File: src/rtl/ibex_axi4l_master_if.sv
// AXI4-Lite channel bundle shared by the LSU bridge and the peripheral fabric.
interface axi4l_if (input logic aclk);
  logic [31:0] awaddr;
  logic [2:0]  awprot;
  logic        awvalid;
  logic        awready;
  logic [31:0] wdata;
  logic [3:0]  wstrb;
  logic        wvalid;
  logic        wready;
  logic [1:0]  bresp;
  logic        bvalid;
  logic        bready;
  logic [31:0] araddr;
  logic [2:0]  arprot;
  logic        arvalid;
  logic        arready;
  logic [31:0] rdata;
  logic [1:0]  rresp;
  logic        rvalid;
  logic        rready;

  modport master (
    output awaddr, awprot, awvalid, input awready,
    output wdata, wstrb, wvalid, input wready,
    input bresp, bvalid, output bready,
    output araddr, arprot, arvalid, input arready,
    input rdata, rresp, rvalid, output rready
  );

  modport slave (
    input aclk,
    input awaddr, awprot, awvalid, output awready,
    input wdata, wstrb, wvalid, output wready,
    output bresp, bvalid, input bready,
    input araddr, arprot, arvalid, output arready,
    output rdata, rresp, rvalid, input rready
  );
endinterface

File: src/rtl/ibex_axi4l_master.sv
// Ibex LSU req/gnt data port to AXI4-Lite initiator, one transaction in flight.
module ibex_axi4l_master #(
  parameter bit ADDR_ALIGN = 1'b1
) (
  input  logic        clk,
  input  logic        rst_n,
  input  logic        data_req_i,
  output logic        data_gnt_o,
  input  logic        data_we_i,
  input  logic [3:0]  data_be_i,
  input  logic [31:0] data_addr_i,
  input  logic [31:0] data_wdata_i,
  output logic        data_rvalid_o,
  output logic [31:0] data_rdata_o,
  output logic        data_err_o,
  axi4l_if.master     axi
);

  typedef enum logic [2:0] {IDLE, WR_REQ, WR_RESP, RD_REQ, RD_RESP} state_e;

  state_e      state;
  logic [31:0] req_addr;
  logic        aw_done;
  logic        w_done;

  assign req_addr   = ADDR_ALIGN ? {data_addr_i[31:2], 2'b00} : data_addr_i;
  assign data_gnt_o = data_req_i && (state == IDLE);
  assign axi.awprot = 3'b000;
  assign axi.arprot = 3'b000;

  // A channel counts as done if it already handshook or handshakes this cycle.
  assign aw_done = !axi.awvalid || axi.awready;
  assign w_done  = !axi.wvalid  || axi.wready;

  always_ff @(posedge clk or negedge rst_n) begin
    if (!rst_n) begin
      state         <= IDLE;
      axi.awaddr    <= '0;
      axi.awvalid   <= 1'b0;
      axi.wdata     <= '0;
      axi.wstrb     <= '0;
      axi.wvalid    <= 1'b0;
      axi.bready    <= 1'b0;
      axi.araddr    <= '0;
      axi.arvalid   <= 1'b0;
      axi.rready    <= 1'b0;
      data_rvalid_o <= 1'b0;
      data_rdata_o  <= '0;
      data_err_o    <= 1'b0;
    end else begin
      data_rvalid_o <= 1'b0;
      case (state)
        IDLE: begin
          if (data_req_i) begin
            if (data_we_i) begin
              axi.awaddr  <= req_addr;
              axi.wdata   <= data_wdata_i;
              axi.wstrb   <= data_be_i;
              axi.awvalid <= 1'b1;
              axi.wvalid  <= 1'b1;
              state       <= WR_REQ;
            end else begin
              axi.araddr  <= req_addr;
              axi.arvalid <= 1'b1;
              state       <= RD_REQ;
            end
          end
        end
        WR_REQ: begin
          if (axi.awready) axi.awvalid <= 1'b0;
          if (axi.wready)  axi.wvalid  <= 1'b0;
          if (aw_done && w_done) begin
            axi.bready <= 1'b1;
            state      <= WR_RESP;
          end
        end
        WR_RESP: begin
          if (axi.bvalid) begin
            axi.bready    <= 1'b0;
            data_rvalid_o <= 1'b1;
            data_err_o    <= (axi.bresp != 2'b00);
            state         <= IDLE;
          end
        end
        RD_REQ: begin
          if (axi.arready) begin
            axi.arvalid <= 1'b0;
            axi.rready  <= 1'b1;
            state       <= RD_RESP;
          end
        end
        RD_RESP: begin
          if (axi.rvalid) begin
            axi.rready    <= 1'b0;
            data_rvalid_o <= 1'b1;
            data_rdata_o  <= axi.rdata;
            data_err_o    <= (axi.rresp != 2'b00);
            state         <= IDLE;
          end
        end
        default: state <= IDLE;
      endcase
    end
  end

endmodule

File: src/flat_wrapper.sv
// flat-port wrapper written by rule: the top's interface ports become plain ports
module ibex_axi4l_master_flat 
#(
  parameter bit ADDR_ALIGN = 1'b1
)
  (clk, rst_n, data_req_i, data_gnt_o, data_we_i, data_be_i, data_addr_i, data_wdata_i, data_rvalid_o, data_rdata_o, data_err_o, aclk, axi_awaddr, axi_awprot, axi_awvalid, axi_awready, axi_wdata, axi_wstrb, axi_wvalid, axi_wready, axi_bresp, axi_bvalid, axi_bready, axi_araddr, axi_arprot, axi_arvalid, axi_arready, axi_rdata, axi_rresp, axi_rvalid, axi_rready);
  axi4l_if axi_i (.aclk(aclk));
  input  logic clk;
  input  logic rst_n;
  input  logic data_req_i;
  output logic data_gnt_o;
  input  logic data_we_i;
  input  logic [3:0] data_be_i;
  input  logic [31:0] data_addr_i;
  input  logic [31:0] data_wdata_i;
  output logic data_rvalid_o;
  output logic [31:0] data_rdata_o;
  output logic data_err_o;
  input wire logic aclk;
  output wire logic [$bits(axi_i.awaddr)-1:0] axi_awaddr;
  output wire logic [$bits(axi_i.awprot)-1:0] axi_awprot;
  output wire logic [$bits(axi_i.awvalid)-1:0] axi_awvalid;
  input wire logic [$bits(axi_i.awready)-1:0] axi_awready;
  output wire logic [$bits(axi_i.wdata)-1:0] axi_wdata;
  output wire logic [$bits(axi_i.wstrb)-1:0] axi_wstrb;
  output wire logic [$bits(axi_i.wvalid)-1:0] axi_wvalid;
  input wire logic [$bits(axi_i.wready)-1:0] axi_wready;
  input wire logic [$bits(axi_i.bresp)-1:0] axi_bresp;
  input wire logic [$bits(axi_i.bvalid)-1:0] axi_bvalid;
  output wire logic [$bits(axi_i.bready)-1:0] axi_bready;
  output wire logic [$bits(axi_i.araddr)-1:0] axi_araddr;
  output wire logic [$bits(axi_i.arprot)-1:0] axi_arprot;
  output wire logic [$bits(axi_i.arvalid)-1:0] axi_arvalid;
  input wire logic [$bits(axi_i.arready)-1:0] axi_arready;
  input wire logic [$bits(axi_i.rdata)-1:0] axi_rdata;
  input wire logic [$bits(axi_i.rresp)-1:0] axi_rresp;
  input wire logic [$bits(axi_i.rvalid)-1:0] axi_rvalid;
  output wire logic [$bits(axi_i.rready)-1:0] axi_rready;
  assign axi_awaddr = axi_i.awaddr;
  assign axi_awprot = axi_i.awprot;
  assign axi_awvalid = axi_i.awvalid;
  assign axi_i.awready = axi_awready;
  assign axi_wdata = axi_i.wdata;
  assign axi_wstrb = axi_i.wstrb;
  assign axi_wvalid = axi_i.wvalid;
  assign axi_i.wready = axi_wready;
  assign axi_i.bresp = axi_bresp;
  assign axi_i.bvalid = axi_bvalid;
  assign axi_bready = axi_i.bready;
  assign axi_araddr = axi_i.araddr;
  assign axi_arprot = axi_i.arprot;
  assign axi_arvalid = axi_i.arvalid;
  assign axi_i.arready = axi_arready;
  assign axi_i.rdata = axi_rdata;
  assign axi_i.rresp = axi_rresp;
  assign axi_i.rvalid = axi_rvalid;
  assign axi_rready = axi_i.rready;
  ibex_axi4l_master #(.ADDR_ALIGN(ADDR_ALIGN)) u_core (.clk(clk), .rst_n(rst_n), .data_req_i(data_req_i), .data_gnt_o(data_gnt_o), .data_we_i(data_we_i), .data_be_i(data_be_i), .data_addr_i(data_addr_i), .data_wdata_i(data_wdata_i), .data_rvalid_o(data_rvalid_o), .data_rdata_o(data_rdata_o), .data_err_o(data_err_o), .axi(axi_i));
endmodule
File: config.mk
export PLATFORM = sky130hd
export DESIGN_NAME = ibex_axi4l_master_flat
export DESIGN_NICKNAME = d
export VERILOG_FILES = /design/src/rtl/ibex_axi4l_master_if.sv /design/src/rtl/ibex_axi4l_master.sv /design/src/flat_wrapper.sv
export SDC_FILE = /design/constraint.sdc
export NUM_CORES = 1
export LEC_CHECK = 0
export ABC_AREA = 1
export CAP_MARGIN = 20
export CORE_ASPECT_RATIO = 0.8
export CORE_UTILIZATION = 41
export CTS_CLUSTER_SIZE = 30
export DETAILED_ROUTE_END_ITERATION = 8
export HOLD_SLACK_MARGIN = 0.08
export PLACE_DENSITY = 0.81
export SYNTH_ARGS = -nofsm -noshare
export SYNTH_HDL_FRONTEND = slang
export SYNTH_SLANG_ARGS = --single-unit
File: constraint.sdc
create_clock -name clk -period 1.76 [get_ports clk]
set_clock_uncertainty 0.05 [all_clocks]
set_input_delay 0.352 -clock clk [delete_from_list [all_inputs] [get_ports clk]]
set_output_delay 0.352 -clock clk [all_outputs]
set_load 0.005 [all_outputs]
==> results.txt <==
Dividing the detail-routed wire length by the instance count gives 13.7 µm. The maximum number of pins on one net before global-route repair is 58. The maximum VDD drop is 906 µV. The average vias per placed instance is 4.44. The number of storage elements in the synthesis netlist came out at 138. The placement-stage worst setup slack is -0.136 ns. The number of antenna violations at the first check in global routing is 0. The core box area is 12900 µm². The count of input and output buffers is 246. The fmax is 0.589 GHz.

The final setup violation count came out at 0. The flow ran to the end, and the final reports show no timing, DRC or antenna violations. The cell area after technology mapping is 5440 µm². For this run the aggregate overflow at the end of global routing stands at 0. The arrival time reported for the critical path endpoint is 1.30 ns. The clock period minus final worst setup slack came out at 1.70 ns. The proportion of layout cells with a drive suffix above 1 came out at 6.62%. The global-route wire length before repair is 22.7 mm. After clock tree synthesis, the clock-pin slew on the worst setup and hold paths is 0.06 ns. The overall routing resource usage is 21.5%. Setup repair after global routing could not meet its margin everywhere. The H-tree generated during clock tree synthesis spans 4 levels. The number of antenna repair diodes is 0.

The worst-skew pair later-pin latency is 0.40 ns. TritonCTS built the clock tree. The Yosys step of the flow raised 0 warnings. The number of buffers inserted during clock tree synthesis is 17. The signed area change from the synthesized netlist to the final layout is 62.0%. The startpoint type of the worst setup path is a flip-flop.

The final RePlAce weighted congestion is 0.749. The cell family with the largest share of critical-path delay is buffers and inverters. The floorplan row count is 37.

By startpoint and endpoint, the worst setup path is classified as flip-flop to primary output. The clock passes through at most 2 buffers. The tool flagged a number of max-cap violations equal to 0. The final critical-path share of the clock period is 96.4%.

The worst path required time came out at 1.36 ns. The count of final hold-check violations came out at 0. The utilization after layout came out at 68.2%. Synthesis instantiated 24 different standard cells from the library. The post-detailed-route DRC marker count is 0. The worst setup margin came out at 0.0628 ns. The HPWL after detailed placement came out at 10.2 mm.

From left edge to right edge, the die measures 131 µm. The tightest hold path in the finished design has a slack of 0.346 ns. In this design, the stage delay of the slowest critical-path cell is 0.52 ns.

The sequential fraction of the synthesis area is 63.5%. The maximum net fanout on the critical path is 3. The first routing iteration left 266 violations. The tightest min-delay check is of the input pin to asynchronous set/reset pin type. For this design, the sink count on the clock tree is 138. The number of standard cells in the layout, taps in and fillers out is 1036. The slowest stage of the critical path is the clkdlybuf4s50_1 cell. For this block, the routed nets add up to 14.2 mm of wire. The critical path goes through clkdlybuf4s50_1. The count of placed standard cells including taps is 1001. The total power per unit cell area came out at 1650 nW/µm². The number of detailed-routing iterations run before antenna repair is 5.

The number of max-slew violations in the final report came to 0. The buffer cell driving the clock tree root is clkbuf_16. The number of nets in the final layout came out at 963.

The total die area came out at 13700 µm². The count of boundary I/O pins is 260. The leakage power came out at 4.33 nW. Measured along the y axis, the die boundary spans 105 µm.

The post-synthesis cell count is 591. The sum of buffers and inverters on the critical path came out at 1. The final total negative setup slack came out at 0 ns.

The remaining antenna violation count after routing is 0. The starting density of the core is 42.1%. The type of element capturing the critical path is a primary output. The routed via count is 4605. The post-synthesis area per instance came out at 9.21 µm².

The via count of the first global-routing pass came out at 4529.
-- worst reg2reg max path, cell delays in order (launching register included) --
cell       delay, ns
dfrtp_1         0.40
buf_4           0.14
buf_4           0.15
nor2_4          0.11
nand2_2         0.10
nor2_4          0.21
buf_4           0.16
clkbuf_16       0.16
nand2_1         0.07
nand2_1         0.06
-- power by group --
| part | switching, mW | internal [mW] | total, mW |
|---|---|---|---|
| Combinational | 2.14 | 3.42 | 5.56 |
| Sequential | 0.793 | 4.61 | 5.41 |
| Clock | 1.29 | 2.31 | 3.61 |
-- flip-flops by register name, summed over array words and instances, names as in the netlist --
signal	cells
u_core.axi.arvalid	1
u_core.data_err_o	1
u_core.axi.rready	1
u_core.state	3
u_core.axi.bready	1
u_core.axi.wvalid	1
u_core.axi.araddr	30
u_core.axi.wdata	32
u_core.data_rdata_o	32
u_core.axi.awaddr	30
u_core.axi.awvalid	1
u_core.data_rvalid_o	1
u_core.axi.wstrb	4
-- layer usage --
layer	GRT usage (%)	routed length, µm	vias to the layer above
li1	-	-	2319
met5	0	0	-
met1	26.6	5940	2127
met4	6.90	148	0
met2	36.0	7130	147
met3	6.20	990	12
-- Yosys cell counts (all sizes together) --
library cell  instances  area share [%]
a211oi                1            0.14
a21boi                1            0.14
a21oi                 1           0.092
a22oi                 2            0.28
buf                  24             3.5
clkbuf               13            0.90
conb                  1           0.069
dfrtp               138              63
inv                  80             5.5
nand2               213              15
nand3                 6            0.64
nand4                 1            0.12
nor2                  8            0.74
nor3                  1            0.30
o21a                  1            0.14
o21ai                99             9.1
o31ai                 1            0.14
-- stage by stage --
step	instance area [µm²]	power, mW
after CTS	8770	14.7
after detailed placement	8150	11.0
final	8810	14.6
after floorplan	5470	7.21
after global placement	8150	10.8
after global routing	8810	15.6
-- cells in the final DEF (no fill, tap or decap), drive strengths merged --
master / instances
o21a: 1
inv: 83
nand4: 1
a211oi: 1
o31ai: 1
nand2: 213
nor3: 1
buf: 21
nor2: 8
a22oi: 2
conb: 10
clkdlybuf4s50: 244
nand3: 6
o21ai: 99
clkinv: 2
a21boi: 1
a21oi: 1
dfrtp: 138
dlygate4sd3: 1
bufinv: 3
clkbuf: 23
clkinvlp: 1
-- repair_timing --
item / in CTS / in global routing
resized for setup: 4 / 5
pin swaps: 2 / 1
gates cloned: 0 / 1
setup buffers: 1 / 1
hold endpoints to repair: 28 / 0
setup endpoints to repair: 1 / 24
hold buffers: 1 / 0
-- worst paths after layout --
kind | slack (ns) | start | cells after the start | to
min in group clk | 0.42 | u_core.data_rdata_o[7] | 2 | u_core.data_rdata_o[7]
hold / removal | 0.35 | rst_n | 2 | u_core.data_rdata_o[17]
max in group asynchronous | 0.71 | rst_n | 3 | u_core.axi.wdata[27]
hold reg to reg | 0.42 | u_core.data_rdata_o[7] | 2 | u_core.data_rdata_o[7]
setup / recovery | 0.06 | u_core.axi.awvalid | 1 | axi_awvalid
setup reg to reg | 0.10 | u_core.state[0] | 9 | u_core.data_rdata_o[20]
-- cells by family (layout without fill, tap and decap cells) --
kind of cell           count (synthesis)  in the layout  synth area share [%]
AOI/OAI and AO/OA                    106            106                  10.0
DFF                                  138            138                  63.5
and+or+nand+nor                      229            229                  16.5
buffers and inverters                117            378                  9.94
other                                  1             10                0.0689
-- layout make-up --
type                    instances  area [µm²]
well taps                     175         219
fillers                      1011        4100
flip-flops and latches        138        3450
multi-input cells             345        1500
clock buffers                  22         464
repair buffers                267        2740
inverters                      80         305
clock inverters                 9         138
(Power assumes the default switching activity.)
==> patch 1: new RTL, config.mk and constraints unchanged <==
`ADDR_ALIGN` is set to 1'b1 in 2 places; all go to 1'b0.
--- a/src/rtl/ibex_axi4l_master.sv
+++ b/src/rtl/ibex_axi4l_master.sv
@@ -1,6 +1,6 @@
 // Ibex LSU req/gnt data port to AXI4-Lite initiator, one transaction in flight.
 module ibex_axi4l_master #(
-  parameter bit ADDR_ALIGN = 1'b1
+  parameter bit ADDR_ALIGN = 1'b0
 ) (
   input  logic        clk,
   input  logic        rst_n,
--- a/src/flat_wrapper.sv
+++ b/src/flat_wrapper.sv
@@ -1,7 +1,7 @@
 // flat-port wrapper written by rule: the top's interface ports become plain ports
 module ibex_axi4l_master_flat 
 #(
-  parameter bit ADDR_ALIGN = 1'b1
+  parameter bit ADDR_ALIGN = 1'b0
 )
   (clk, rst_n, data_req_i, data_gnt_o, data_we_i, data_be_i, data_addr_i, data_wdata_i, data_rvalid_o, data_rdata_o, data_err_o, aclk, axi_awaddr, axi_awprot, axi_awvalid, axi_awready, axi_wdata, axi_wstrb, axi_wvalid, axi_wready, axi_bresp, axi_bvalid, axi_bready, axi_araddr, axi_arprot, axi_arvalid, axi_arready, axi_rdata, axi_rresp, axi_rvalid, axi_rready);
   axi4l_if axi_i (.aclk(aclk));
Check against the original RTL: not equivalent (Yosys sat finds a counterexample within 4 cycles, from zero or initial values and one cycle with rst_n low).
==> patch 1 against the unedited design <==
Sequential cell count is 4 higher. Wire length increased by 9.9%. Sequential share of layout area decreased by 0.87 points. Synthesized area up 4.0%. Worst setup slack lost 20 ps. Highest routed layer unchanged. Power is 6.4% higher. Combinational power is 12% higher. Hold slack better by 7.1 ps. Cell area increased by 5.2%.
==> patch 1: results (changes against the unedited design) <==
Layout cells sized above 1: 0.101 (+0.0352)
Met1 Track Usage GR: 0.257 (-0.00916)
Met3 GRT Util: 0.0894 (+0.0274)
Met2 track demand over resource: 0.353 (-0.00712)
Slowest-stage cell, CP: clkdlybuf4s50_1
R2R depth: 9 (unchanged)
PostCTS Resize Cnt: 4 (unchanged)
Syn_area_per_cell: 9.34 sq um (+1.4%)
Most common flop cell mapped by yosys: dfrtp_1
Placed cell area: 8450 sq um (+3.6%)
Number of diodes: 0 (unchanged)
Clk slew on worst S/H paths: 60 ps (about the same)
Clock tree buffer depth: 2 (unchanged)
Worst hold-check path type: input port to asynchronous set/reset pin
Vias per cell: 4.64 (+4.3%)
Max incr delay on CP: 520 ps (about the same)
Max-slew headroom: 0.660
HPWL Detailed: 10800 um (+5.3%)
Skew-Pair Late Insertion Delay: 410 ps
Post-synth top cells: nand2_1 (254), dfrtp_1 (142), inv_1 (43)
# hold bufs at CTS: 1 (unchanged)
Met3 WL: 1280 um (+29%)
Leading post-synthesis cells by cell area: dfrtp_1 (63%), nand2_1 (17%), nand3_1 (3.5%), o21ai_1 (3.0%), inv_1 (2.9%)
Max Used Layer: met4
CTS Root Cell: clkbuf_16
Met1 Wirelength: 6800 um (+15%)
WL met2: 7300 um (+2.5%)
Final GP Congestion: 0.792 (+5.8%)
Yosys warns: 0 (unchanged)
Largest net degree at the start of global routing: 43 (-26%)
Post-synthesis sequential area ratio: 0.628 (-0.00687)
Fraction of registers with async set/reset: 1.00 (unchanged)
CP delay by family, top: buffers and inverters
Initial antenna violation count: 0 (unchanged)
P_leak: 4.53 nW (+4.7%)
First-pass GRT wire length: 23700 um (+4.3%)
Detailed-route via count: 4995 (+8.5%)
H-tree depth: 4 (unchanged)
Number of global-route vias before repair: 4778 (+5.5%)
Library cells used by synthesis: 26 (+8.3%)
Post-CTS Setup Bufs: 3 (+2)
Worst-path fanout max: 2 (-1)
Maximum vdd drop: 0.876 mV (-3.3%)
Number of iterations in the first detailed-routing pass: 4 (-1)
Crit path DAT: 1310 ps
Total track usage: 0.217 (+0.00130)
Cts bufs inserted: 17 (unchanged)
DR iter-0 viols: 250 (-6.0%)
Number of input and output port buffers inserted: 252 (+2.4%)
Wire per inst: 14.5 um (+5.7%)
Layout Nets: 998 (+3.6%)
Status: completed
[patch 1: cell type report]
class,instances,area (sq um)
multi-input cells,386,1720
clock inverters,10,139
inverters,45,169
clock buffers,22,454
well taps,180,225
flip-flops and latches,142,3550
repair buffers,292,3020
fillers,1056,4230
[patch 1: logic make-up (layout without fill, tap and decap cells)]
logic type / after synthesis / in the layout / synth area share
and+or+nand+nor: 306 / 307 / 0.216
AOI/OAI and AO/OA: 73 / 73 / 0.0769
buffers and inverters: 84 / 369 / 0.0785
DFF: 142 / 142 / 0.628
other: 1 / 6 / 0.000663
[patch 1: final timing paths]
| path | endpoint | start | slack [ps] |
|---|---|---|---|
| max | axi_araddr[29] | u_core.axi.araddr[29] | 40 |
| min reg2reg | u_core.data_rdata_o[25] | u_core.data_rdata_o[25] | 420 |
| min | u_core.axi.awaddr[8] | rst_n | 350 |
| max in group asynchronous | u_core.data_rdata_o[0] | rst_n | 730 |
| max reg2reg | u_core.axi.awaddr[14] | u_core.state[2] | 110 |
| min in group clk | u_core.data_rdata_o[25] | u_core.data_rdata_o[25] | 420 |
[patch 1: report_power, final]
part	internal, mW	leakage [nW]	switching [mW]
sequential	4.80	1.77	0.853
clock	2.26	0.276	1.34
combinational	3.83	2.48	2.42
[patch 1: worst register-to-register path: cells and delay by family, from the launching register on]
family	cells	cell delay, ps
buf+inv	4	520
flops	1	380
compound gates	1	70
simple gates	4	510
[patch 1: stage by stage]
stage,setup slack [ps],power (mW),util,hold slack [ps]
after floorplan,277,7.70,-,6.41
after global placement,-181,11.5,0.626,238
after detailed placement,-177,11.7,0.626,238
after CTS,12.3,15.4,0.672,355
after global routing,-70.5,16.5,0.687,364
final,43.2,15.5,0.687,353
==> patch 2: new RTL, same flow settings <==
Made on the original files. Re-encode `state_e` (5 states) as one-hot, 5 bits wide.
--- a/src/rtl/ibex_axi4l_master.sv
+++ b/src/rtl/ibex_axi4l_master.sv
@@ -16,7 +16,7 @@
   axi4l_if.master     axi
 );
 
-  typedef enum logic [2:0] {IDLE, WR_REQ, WR_RESP, RD_REQ, RD_RESP} state_e;
+  typedef enum logic [4:0] {IDLE = 5'b00001, WR_REQ = 5'b00010, WR_RESP = 5'b00100, RD_REQ = 5'b01000, RD_RESP = 5'b10000} state_e;
 
   state_e      state;
   logic [31:0] req_addr;
Formal check against the unedited RTL: no difference found for any inputs over 4 cycles, from zero or initial values and one cycle with rst_n low; so few cycles prove little.
==> patch 2 against the unedited design <==
The flow now finishes with violations (negative setup slack). Combinational power up 3%. Clock power is 7.8% lower. Hold slack improved by 45 ps. Worst setup slack worse by 130 ps. Utilization up 2.6 points. Die area increased by 0.54%. Synthesized area grew 0.55%. Cell area grew 3.8%. Global-route usage increased by 0.16 points. Sequential power fell by 1%. Sequential cell count is 2 higher. Wire length increased by 11%. Power down 1.2%. Maximum frequency fell by 7.3%. Critical path type unchanged. Critical endpoint is now data_gnt_o. Largest power group unchanged.
==> patch 2: results (changes against the unedited design) <==
Post-synth top cells: nand2_1 (284), dfrtp_1 (139), o21ai_1 (51)
Total negative slack: -70.1 ps (-70.1 ps)
Synth Area in Adders: 0 (unchanged)
Complex-gate fraction of the synthesized area: 0.0627 (-0.0376)
Skew-Pair Late Insertion Delay: 400 ps (about the same)
Cts bufs inserted: 17 (unchanged)
Final setup violation count: 1 (+1)
Final worst slack: -70.1 ps (-133 ps)
Final GP Congestion: 0.813 (+8.5%)
Total track usage: 0.217 (+0.00159)
Final Hold Viols: 0 (unchanged)
Number of diodes: 0 (unchanged)
Worst-path fanout max: 2 (-1)
Detailed-route via count: 4889 (+6.2%)
CTS Root Cell: clkbuf_16
DRT Wirelength: 15700 um (+11%)
Max_cap viols: 0 (unchanged)
Clk slew on worst S/H paths: 60 ps (about the same)
Worst hold-check path type: input port to asynchronous set/reset pin
Fillers: 968 (-4.3%)
Syn_area_per_cell: 9.10 sq um (-1.1%)
H-tree depth: 4 (unchanged)
Clock tree buffer depth: 2 (unchanged)
Post-synthesis sequential area ratio: 0.641 (+0.00589)
DP Cell Count: 1019 (+1.8%)
P_leak: 4.52 nW (+4.4%)
Layout Nets: 988 (+2.6%)
Largest family of logic cells by synthesized area: simple AND/OR/NAND/NOR gates
Leading post-synthesis cells by cell area: dfrtp_1 (64%), nand2_1 (19%), o21ai_1 (4.7%), inv_1 (2.7%), buf_4 (2.2%)
Maximum vdd drop: 0.842 mV (-7.1%)
Status: finished, violations left
Wire per inst: 14.8 um (+8.1%)
Yosys warns: 0 (unchanged)
Failing checks: negative setup slack
Number of iterations in the first detailed-routing pass: 4 (-1)
Library cells used by synthesis: 20 (-17%)
Number of input and output port buffers inserted: 246 (unchanged)
First-pass GRT wire length: 23600 um (+3.8%)
Layout cells sized above 1: 0.130 (+0.0634)
Number of global-route vias before repair: 4697 (+3.7%)
DR iter-0 viols: 262 (-1.5%)
Xor-xnor portion of the synthesized cell area: 0 (unchanged)
Top flop regs: u_core.axi.wdata (32), u_core.data_rdata_o (32)
Fraction of registers with async set/reset: 1.00 (unchanged)
HPWL Detailed: 10600 um (+3.6%)
Multiplexer area fraction after synthesis: 0 (unchanged)
Largest net degree at the start of global routing: 46 (-21%)
Most common flop cell mapped by yosys: dfrtp_1
Initial antenna violation count: 0 (unchanged)
patch 2: cell types whose count changed after synthesis, sizes merged, moves of 2 or more:
| cell | before | now |
|---|---|---|
| a22oi | 2 | 0 |
| buf | 24 | 32 |
| clkbuf | 13 | 4 |
| inv | 80 | 44 |
| nand2 | 213 | 285 |
| nand3 | 6 | 4 |
| nand4 | 1 | 7 |
| nor2 | 8 | 16 |
| o21ai | 99 | 65 |
patch 2: worst paths after layout:
| path | endpoint | slack (ps) | from | depth (start not counted) |
|---|---|---|---|---|
| max in group asynchronous | u_core.axi.wdata[20] | 630 | rst_n | 3 |
| min in group clk | u_core.axi.wdata[21] | 420 | u_core.axi.wdata[21] | 2 |
| worst max-delay path | data_gnt_o | -70 | u_core.state[0] | 5 |
| worst min-delay path | u_core.axi.araddr[9] | 390 | rst_n | 2 |
| worst min register to register | u_core.axi.wdata[21] | 420 | u_core.axi.wdata[21] | 2 |
| worst max register to register | u_core.axi.araddr[24] | 0 | u_core.state[0] | 9 |
patch 2: area by class of cell:
type	instances	area, sq um	area share
Clock buffer	19	443	0.0484
Clock inverter	13	106	0.0116
Inverter	44	165	0.0180
Multi-Input combinational cell	391	1770	0.193
Sequential cell	140	3500	0.383
Tap cell	175	219	0.0239
Timing Repair Buffer	280	2950	0.322
patch 2: repair_timing:
action                                 in CTS  in global routing
endpoints found under the hold margin      40                  0
setup endpoints to repair                   1                 95
setup buffers                               0                  1
gates resized for setup                     6                 52
hold buffers                                1                  0
cloned                                      0                  9
pin swaps                                   2                  5
patch 2: cells by family (layout without fill, tap and decap cells):
kind of cell | after synthesis | count (layout)
buffers and inverters | 80 | 356
AO/OA/AOI/OAI | 68 | 68
other | 1 | 10
flip-flops | 140 | 140
AND/OR/NAND/NOR | 312 | 313
patch 2: per-layer routing:
| layer | GRT usage | part of all wire | vias up | wire, um |
|---|---|---|---|---|
| li1 | - | - | 2388 | - |
| met4 | 0.0950 | 0.020 | 0 | 314 |
| met2 | 0.364 | 0.49 | 181 | 7680 |
| met3 | 0.0664 | 0.062 | 23 | 982 |
| met5 | 0 | 0 | - | 0 |
| met1 | 0.258 | 0.43 | 2297 | 6770 |
patch 2: worst max-delay path, stage by stage, from the launching register on:
cell	delay, ps
dfstp_2	540
inv_2	50
nor2_4	110
nand3_4	100
nor2_2	100
buf_2	130
patch 2: stage by stage:
stage | setup WS [ps] | cell area (sq um)
final | -70.1 | 9150
after detailed placement | -182 | 8230
after CTS | -105 | 8790
after floorplan | 265 | 5500
after global placement | -123 | 8230
after global routing | -126 | 9150
patch 2: power by group:
part / switching, mW / internal (mW) / leakage [nW]
sequential: 0.779 / 4.55 / 1.79
combinational: 2.29 / 3.45 / 2.47
clock: 1.46 / 1.87 / 0.262
total: 4.53 / 9.87 / 4.52
